**config.mk**
```make
export PLATFORM = sky130hd
export DESIGN_NAME = icache_axi_rd_bridge
export DESIGN_NICKNAME = d
export VERILOG_FILES = /design/src/rtl/icache_pkg.sv /design/src/rtl/icache_line_collector.sv /design/src/rtl/icache_axi_rd_bridge.sv
export SDC_FILE = /design/constraint.sdc
export NUM_CORES = 1
export LEC_CHECK = 0
export ABC_AREA = 1
export ABC_CLOCK_PERIOD_IN_PS = 2800
export CORE_MARGIN = 5
export CORE_UTILIZATION = 25
export DETAILED_ROUTE_END_ITERATION = 7
export REMOVE_ABC_BUFFERS = 1
export SLEW_MARGIN = 0
export SYNTH_ARGS = -nofsm -noshare
export SYNTH_HDL_FRONTEND = slang
export SYNTH_HIERARCHICAL = 1
export SYNTH_SLANG_ARGS = --single-unit
```
**constraint.sdc**
```tcl
create_clock -name clk -period 2.8 [get_ports clk]
set_clock_uncertainty 0.2 [all_clocks]
set_input_delay 0.56 -clock clk [delete_from_list [all_inputs] [get_ports clk]]
set_output_delay 0.56 -clock clk [all_outputs]
set_load 0.005 [all_outputs]
```
**src/rtl/icache_pkg.sv**
```systemverilog
// Shared definitions for the instruction-cache memory-side read bridge:
// AXI encodings, cache request size codes and the bridge FSM states.
package icache_pkg;

  localparam logic [1:0] BURST_INCR = 2'b01;
  localparam logic [2:0] SIZE_4B    = 3'b010;
  localparam logic [1:0] RESP_OKAY  = 2'b00;

  localparam logic [1:0] SZ_B    = 2'd0;
  localparam logic [1:0] SZ_H    = 2'd1;
  localparam logic [1:0] SZ_LINE = 2'd2;

  typedef enum logic [1:0] {
    ST_IDLE,
    ST_AR,
    ST_R,
    ST_DONE
  } bridge_state_t;

  // AXI ARSIZE for a cache request size; a line refill always uses full words.
  function automatic logic [2:0] ar_size(input logic [1:0] sz);
    case (sz)
      SZ_B:    return 3'b000;
      SZ_H:    return 3'b001;
      SZ_LINE: return SIZE_4B;
      default: return {1'b0, sz};
    endcase
  endfunction

endpackage

```
**src/rtl/icache_line_collector.sv**
```systemverilog
// Gathers AXI read beats into a word-indexed line buffer, tracks the beat
// count against the requested burst length and accumulates the error flag.
module icache_line_collector
  import icache_pkg::*;
#(
  parameter int offset_width = 2
) (
  input  logic                            clk,
  input  logic                            rst,
  input  logic                            i_clear,
  input  logic                            i_wr,
  input  logic [31:0]                     i_data,
  input  logic [1:0]                      i_resp,
  input  logic                            i_last,
  input  logic [7:0]                      i_len,
  output logic                            o_done,
  output logic                            o_err,
  output logic [32*(2**offset_width)-1:0] o_line
);

  localparam int WORDS = 2**offset_width;

  logic [7:0]             r_cnt;
  logic                   r_err;
  logic [WORDS-1:0][31:0] r_line;

  logic w_at_len;
  logic w_bad;

  // The terminal beat is either the one carrying rlast or the arlen-th one;
  // any disagreement between the two marks the transfer as erroneous.
  assign w_at_len = (r_cnt == i_len);
  assign o_done   = i_wr & (i_last | w_at_len);
  assign w_bad    = (i_resp != RESP_OKAY) | (i_last != w_at_len);

  // Clear on a new burst, otherwise store each accepted beat at word[cnt].
  always_ff @(posedge clk) begin
    if (rst || i_clear) begin
      r_cnt  <= '0;
      r_err  <= 1'b0;
      r_line <= '0;
    end else if (i_wr) begin
      r_line[r_cnt[offset_width-1:0]] <= i_data;
      r_cnt <= r_cnt + 8'd1;
      if (w_bad) r_err <= 1'b1;
    end
  end

  assign o_err  = r_err;
  assign o_line = r_line;

endmodule

```
**src/rtl/icache_axi_rd_bridge.sv**
```systemverilog
// Instruction-cache refill bridge: turns one cache miss request into a single
// AXI4 read burst and returns the assembled line with a one-cycle dataOK.
module icache_axi_rd_bridge
  import icache_pkg::*;
#(
  parameter int         offset_width = 2,
  parameter logic [3:0] axi_id       = 4'd0
) (
  input  logic                            clk,
  input  logic                            rst,
  input  logic                            icache_mem_req,
  input  logic [1:0]                      icache_mem_size,
  input  logic [31:0]                     icache_mem_addr,
  output logic                            mem_icache_addrOK,
  output logic                            mem_icache_dataOK,
  output logic [32*(2**offset_width)-1:0] mem_icache_data,
  output logic                            mem_icache_err,
  output logic [3:0]                      arid,
  output logic [31:0]                     araddr,
  output logic [7:0]                      arlen,
  output logic [2:0]                      arsize,
  output logic [1:0]                      arburst,
  output logic                            arvalid,
  input  logic                            arready,
  input  logic [3:0]                      rid,
  input  logic [31:0]                     rdata,
  input  logic [1:0]                      rresp,
  input  logic                            rlast,
  input  logic                            rvalid,
  output logic                            rready
);

  localparam logic [31:0] LINE_MASK = ~((32'd1 << (offset_width + 2)) - 32'd1);
  localparam logic [7:0]  LINE_LEN  = 8'((1 << offset_width) - 1);

  bridge_state_t r_state;
  logic          r_arvalid;
  logic [31:0]   r_araddr;
  logic [7:0]    r_arlen;
  logic [2:0]    r_arsize;
  logic [1:0]    r_arburst;
  logic          r_dataok;

  logic w_rready;
  logic w_beat;
  logic w_clear;
  logic w_done;
  logic w_unused_rid;

  // Only one transaction is ever outstanding, so the returned ID carries no
  // information.
  assign w_unused_rid = ^rid;

  // Stray beats are drained while idle; beats are refused while the address
  // is still pending and during the completion cycle.
  assign w_rready = ~rst & ((r_state == ST_IDLE) | (r_state == ST_R));
  assign w_beat   = (r_state == ST_R) & rvalid & w_rready;
  assign w_clear  = (r_state == ST_AR) & r_arvalid & arready;

  icache_line_collector #(
    .offset_width(offset_width)
  ) u_collector (
    .clk    (clk),
    .rst    (rst),
    .i_clear(w_clear),
    .i_wr   (w_beat),
    .i_data (rdata),
    .i_resp (rresp),
    .i_last (rlast),
    .i_len  (r_arlen),
    .o_done (w_done),
    .o_err  (mem_icache_err),
    .o_line (mem_icache_data)
  );

  // Request FSM with registered AR channel and completion pulse.
  always_ff @(posedge clk) begin
    if (rst) begin
      r_state   <= ST_IDLE;
      r_arvalid <= 1'b0;
      r_araddr  <= '0;
      r_arlen   <= '0;
      r_arsize  <= '0;
      r_arburst <= '0;
      r_dataok  <= 1'b0;
    end else begin
      r_dataok <= 1'b0;
      case (r_state)
        ST_IDLE: begin
          if (icache_mem_req) begin
            r_arvalid <= 1'b1;
            r_arburst <= BURST_INCR;
            r_arsize  <= ar_size(icache_mem_size);
            if (icache_mem_size == SZ_LINE) begin
              r_araddr <= icache_mem_addr & LINE_MASK;
              r_arlen  <= LINE_LEN;
            end else begin
              r_araddr <= icache_mem_addr;
              r_arlen  <= 8'd0;
            end
            r_state <= ST_AR;
          end
        end
        ST_AR: begin
          if (arready) begin
            r_arvalid <= 1'b0;
            r_state   <= ST_R;
          end
        end
        ST_R: begin
          if (w_done) begin
            r_dataok <= 1'b1;
            r_state  <= ST_DONE;
          end
        end
        default: begin
          r_state <= ST_IDLE;
        end
      endcase
    end
  end

  assign arid              = axi_id;
  assign araddr            = r_araddr;
  assign arlen             = r_arlen;
  assign arsize            = r_arsize;
  assign arburst           = r_arburst;
  assign arvalid           = r_arvalid;
  assign rready            = w_rready;
  assign mem_icache_addrOK = r_arvalid & arready;
  assign mem_icache_dataOK = r_dataok;

endmodule

```
# Word level (Yosys, flattened, before mapping)
# Cells that the tools add are included.
totals:
  wordCells: 62
  inputBits: 78
  regBits: 185
  out_inout_bits: 182
op_classes:
  magnitude_cmp: 2
  bitwise: 12
  n_eq_ne: 9
  n_addsub: 1
  muxes: 14
  n_reduce_logical: 11
op_table:
  columns: ["op", "n"]
  rows:
  - ["bitwise mux 128 bit", 1]
  - ["demux 32 bit (select 2 bit)", 1]
  - ["2-to-1 mux 32 bit", 1]
  - ["one-hot mux 2 bit (3 select lines)", 2]
  - ["adder 8 x 1 -> 8 bit, second input constant", 1]
  - ["equality test 8 bit", 1]
  - ["2-to-1 mux 2 bit", 4]
  - ["AND 1 bit", 7]
  - ["AND reduction 3 bit", 2]
  - ["equality test 2 x 1 -> 1 bit, second input constant", 2]
  - ["equality test 2 bit, second input constant", 2]
  - ["logical NOT 2 bit", 2]
  - ["2-to-1 mux 4 bit", 1]
  - ["inequality test 2 bit, second input constant", 2]
  - ["AND reduction 2 bit", 2]
  - ["nonzero test 2 bit", 2]
  - ["< comparator 2 x 3 -> 1 bit, second input constant", 1]
  - ["2-to-1 mux 1 bit", 3]
  - ["bitwise OR 1 bit", 3]
  - ["greater-or-equal comparator 2 x 1 -> 1 bit, second input constant", 1]
  - ["inequality test 2 x 1 -> 1 bit, second input constant", 1]
  - ["inverter 1 bit", 2]
  - ["one-hot mux 1 bit (2 select lines)", 1]
  - ["OR reduction 2 bit", 1]
  - ["3 further kinds", 3]

# Depth between registers and ports, before layout
depth:
  word_depth: 7
  depth_mapped: 13
  mapped_depth_nobuf: 12

# Cells and area by module
# The synthesis kept the hierarchy.
by_module_without_submodules:
  columns: ["module", "n_inst", "seq_area_each_um2", "cells_each", "area_per_inst_um2"]
  rows:
  - ["icache_line_collector", 1, 2742.6, 631, 4942.2]
  - ["icache_axi_rd_bridge", 1, 800.8, 213, 1652.8]

# Least setup slack after synthesis
# OpenSTA, ideal clock, no wires.
synth_path:
  kind: "input to register"
  from: "in rst"
  to: "reg r_state[0]"
  setup_ns: 0.114
  n_path_buf: 2
  arrival_ns: 1.848
  cell_stages: 12
  required_time_ns: 2.486
  path_slack_ns: 0.639
  cell_sequence: "buf_4 inv_2 clkbuf_2 nand2_1 nor2_1 inv_1 nor2_1 inv_1 nand2_1 nand3_1 o21bai_1 nor2_1"
synth_via:
  elab_chain_len: 6
synth_rtl:
  columns: ["item", "line", "text"]
  rows:
  - ["from (decl)", "icache_axi_rd_bridge.sv:10", "input logic rst,"]
  - ["inverter 1 bit", "icache_axi_rd_bridge.sv:56", "assign w_rready = ~rst & ((r_state == ST_IDLE) | (r_state == ST_R));"]
  - ["AND 1 bit", "icache_axi_rd_bridge.sv:56", null]
  - ["AND 1 bit", "icache_axi_rd_bridge.sv:57", "assign w_beat = (r_state == ST_R) & rvalid & w_rready;"]
  - ["net w_beat", "icache_axi_rd_bridge.sv:45", "logic w_beat;"]
  - ["AND 1 bit", "icache_line_collector.sv:33", "assign o_done = i_wr & (i_last | w_at_len);"]
  - ["net w_done", "icache_axi_rd_bridge.sv:47", "logic w_done;"]
  - ["inequality test 2 x 1 -> 1 bit (no source line)", null, null]
  - ["AND reduction 3 bit (no source line)", null, null]
  - ["to (signal assigned)", "icache_axi_rd_bridge.sv:79", "r_state <= ST_IDLE;"]
  - ["to (signal assigned)", "icache_axi_rd_bridge.sv:101", "r_state <= ST_AR;"]
  - ["to (signal assigned)", "icache_axi_rd_bridge.sv:107", "r_state <= ST_R;"]
  - ["to (decl)", "icache_axi_rd_bridge.sv:36", "bridge_state_t r_state;"]
# The timed path passes the listed nets, and every way through them passes these cells.
# A chain may end at the register's enable or synchronous reset.

# Worst setup path after layout
layout_path:
  from: "reg r_state[0]"
  to: "out rready"
layout_via:
  elab_chain_len: 3
  word_cells_on_any_way: 4
  classes_between: "1 x eq/ne; 2 x bitwise; 1 x reduce/logical"
layout_rtl:
  columns: ["item", "line", "text"]
  rows:
  - ["equality test 2 bit / logical NOT 2 bit (equally long branches)", "icache_axi_rd_bridge.sv:56", null]
  - ["bitwise OR 1 bit *", "icache_axi_rd_bridge.sv:56", null]
  - ["AND 1 bit *", "icache_axi_rd_bridge.sv:56", null]
  - ["to (decl)", "icache_axi_rd_bridge.sv:30", "output logic rready"]
# Mark *: on every way between the ends. The rest lies on a longest branch, timed or not.

==> summary.md <==
| Metric | Value |
|---|---|
| Status | `completed` |
| GPL Wtd Cong | `0.784` |
| Fill cells | `2743` |
| Vias in the first global route | `5939` |
| Global-route wire length before repair | `32.2 mm` |
| Final Hold Viols | `0` |
| Ant. Diodes | `0` |
| CP Class | `reg -> out` |
| Initial antenna violation count | `1` |
| Die area | `29700 µm²` |
| Crit path top cell by count | `nor2_1` |
| CP Cell Sequence | `inv_1, ha_1, nor2_1, nor2_1, clkdlybuf4s50_1` |
| Final worst slack | `190 ps` |
| GRT Overall Usage | `0.139` |
| Clock sinks | `177` |
| Crit path arrival time | `1850 ps` |
| Row cnt | `59` |
| Number of flops mapped to enable cells by yosys | `0` |
| Seq/Total Area, Yosys | `0.537` |
| P&R area growth vs syn | `51.1%` |
| Via/cell ratio | `4.32` |
| CTS H-tree lvls | `4` |
| CP bufs+invs | `2` |
| FFs w/ async S/R, synth | `0` |
| Leak | `3.72 nW` |
| Starting DRT DRC Count | `395` |
| Cts hold-fix bufs | `0` |
| GR Overflow Total | `0` |
| Worst-Skew Late Latency | `420 ps` |
| Post-synth top flop | `dfxtp_1` |
| Total negative setup slack | `0 ps` |
| Finish-stage setup viols | `0` |
| Final instance area | `9970 µm²` |
| Final HPWL DP | `14.9 mm` |
| Share of cells above drive strength 1 | `0.0584` |
| Chip height | `172 µm` |
| Worst endpoint required time | `2040 ps` |
| Post-route DRC | `0` |
| Slew Viols, Final | `0` |
| Fmax | `0.383 GHz` |
| Slowest stage delay, CP | `480 ps` |
| Clock buffer depth | `2` |
| Startpoint class of the critical path | `flop` |
| Die Width | `172 µm` |
| Detail Route Antenna Nets | `0` |
| Yosys warnings | `6` |
| Wire per inst | `14.9 µm` |
| Core area | `26000 µm²` |
| Pre-CTS setup slack | `88.3 ps` |
| PortBufs | `243` |
| CTS tree | `yes` |
| Cells after Synth | `844` |
| CP max-delay cell | `clkdlybuf4s50_1` |
| Worst-Margin Slew | `746 ps` |
| CP Capture Type | `output pin` |
| Initial core utilization | `0.254` |
| Pwr Density | `681 nW/µm²` |
| Post-layout nets | `1171` |
| DR vias | `6183` |
| Mapped Avg Cell Area | `7.81 µm²` |
| Synth cell types | `28` |
| Register bit total from synthesis | `177` |
| # IOs | `260` |
| Num CTS Buffers | `17` |
| Worst rel slew slack | `0.502` |
| Routed WL | `21.3 mm` |
| Setup bufs post-CTS | `0` |
| Final period util | `0.932` |
| CP delay by family, top | `buffers and inverters` |
| VDD IR max | `0.367 mV` |
| Hold Path Class | `reg -> reg` |
| Placed cell areas | `9340 µm²` |
| CTS root buffer | `clkbuf_16` |
| CP Max Fanout | `4` |
| 1st-pass router iterations | `4` |
| Clock edge transition at the registers on the reported setup and hold paths | `70 ps` |
| Mapped cell area | `6600 µm²` |
| Post_cts resized | `0` |
| RSZ-0062 raised after global routing | `no` |
| Tot Pwr | `0.00678 W` |
| Maxcap violations | `0` |
| Final min period | `2610 ps` |
| Largest net degree at the start of global routing | `70` |
## synth_stat cells (2+ instances only)
cell,number,share of area
nor3_1,3,0.0023
nand2_1,36,0.020
inv_1,21,0.012
clkbuf_1,20,0.011
dfxtp_1,177,0.54
ha_1,10,0.019
xnor2_1,8,0.011
buf_4,21,0.024
inv_2,4,0.0023
nor2_1,336,0.19
nand4_1,2,0.0019
buf_2,10,0.0076
nand3_1,4,0.0030
o21ai_0,161,0.12
buf_6,6,0.010
clkbuf_2,4,0.0030
a21oi_1,10,0.0076
## state kept, by name (all words and copies together) (netlist names)
| register | flops |
|---|---|
| araddr | 32 |
| arburst | 1 |
| arlen | 1 |
| arsize | 2 |
| arvalid | 1 |
| mem_icache_dataOK | 1 |
| r_state | 2 |
| u_collector/o_err | 1 |
| u_collector/o_line | 128 |
| u_collector/r_cnt | 8 |
## power by group
| part | switching, W | total (W) | leakage [nW] | internal, W |
|---|---|---|---|---|
| sequential | 0.000117 | 0.00284 | 1.43 | 0.00273 |
| clock | 0.00108 | 0.00256 | 0.312 | 0.00148 |
| combinational | 0.000695 | 0.00138 | 1.97 | 0.000686 |
## metal layers
metal / up-vias / track usage / routed length [µm]
li1: 3129 / - / -
met1: 2795 / 0.169 / 9170
met2: 241 / 0.226 / 9570
met3: 16 / 0.0638 / 2460
met4: 2 / 0.0311 / 138
met5: - / 0 / 7
## kinds of logic (layout without fill, tap and decap cells)
| group | count (synthesis) | after routing | synth area share |
|---|---|---|---|
| AO/OA/AOI/OAI | 176 | 176 | 0.137 |
| XOR/XNOR | 8 | 8 | 0.0106 |
| adder cells (fa/ha/maj) | 10 | 10 | 0.0190 |
| buffers and inverters | 87 | 322 | 0.0713 |
| flip-flops | 177 | 177 | 0.537 |
| other | 1 | 18 | 0.000569 |
| AND/OR/NAND/NOR | 385 | 385 | 0.224 |
## worst min-delay path, stage by stage (launching register included)
cell and delay [ps]:
dfxtp_1 310, nand2_1 60, a21oi_1 60
## path summary, 6_finish.rpt
| check | from | cells after the start | to | slack, ps |
|---|---|---|---|---|
| worst max-delay path | r_state[0]$_SDFFE_PP0P_ | 5 | rready | 190 |
| worst min-delay path | araddr[3]$_SDFFE_PP0P_ | 2 | araddr[3]$_SDFFE_PP0P_ | 270 |
| worst max register to register | r_state[0]$_SDFFE_PP0P_ | 11 | u_collector/r_cnt[6]$_SDFFE_PP0P_ | 630 |
| worst min register to register | araddr[3]$_SDFFE_PP0P_ | 2 | araddr[3]$_SDFFE_PP0P_ | 270 |
## cell type report
class | count | area [µm²] | area share
Timing Repair Buffer | 264 | 2630 | 0.264
Multi-Input combinational cell | 597 | 2650 | 0.265
Clock inverter | 13 | 180 | 0.0181
Tap cell | 335 | 419 | 0.0420
Inverter | 26 | 100 | 0.0100
Sequential cell | 177 | 3540 | 0.355
Clock buffer | 19 | 453 | 0.0454
## through the flow
stage                      util  hold slack [ps]  cells
after floorplan               -              256    800
after global placement    0.359              256   1399
after detailed placement  0.359              259   1399
after CTS                 0.384              267   1431
after global routing      0.384              286   1431
final                     0.384              267   1431
## cell usage in the layout (no fill, tap or decap), drive strengths merged
| master | Yosys | layout |
|---|---|---|
| a211oi | 1 | 1 |
| dfxtp | 177 | 177 |
| o21bai | 1 | 1 |
| clkdlybuf4s50 | 0 | 243 |
| conb | 1 | 18 |
| nor3 | 3 | 3 |
| bufinv | 0 | 3 |
| clkinv | 0 | 8 |
| clkbuf | 24 | 19 |
| inv | 26 | 28 |
| nor2 | 338 | 338 |
| a31oi | 1 | 1 |
| a21oi | 11 | 11 |
| xnor2 | 8 | 8 |
| o21ba | 1 | 1 |
| nand3 | 4 | 4 |
| nand2 | 38 | 38 |
| nand4 | 2 | 2 |
| ha | 10 | 10 |
| o21ai | 161 | 161 |
| buf | 37 | 21 |
Power figures use the tool's default switching activity.
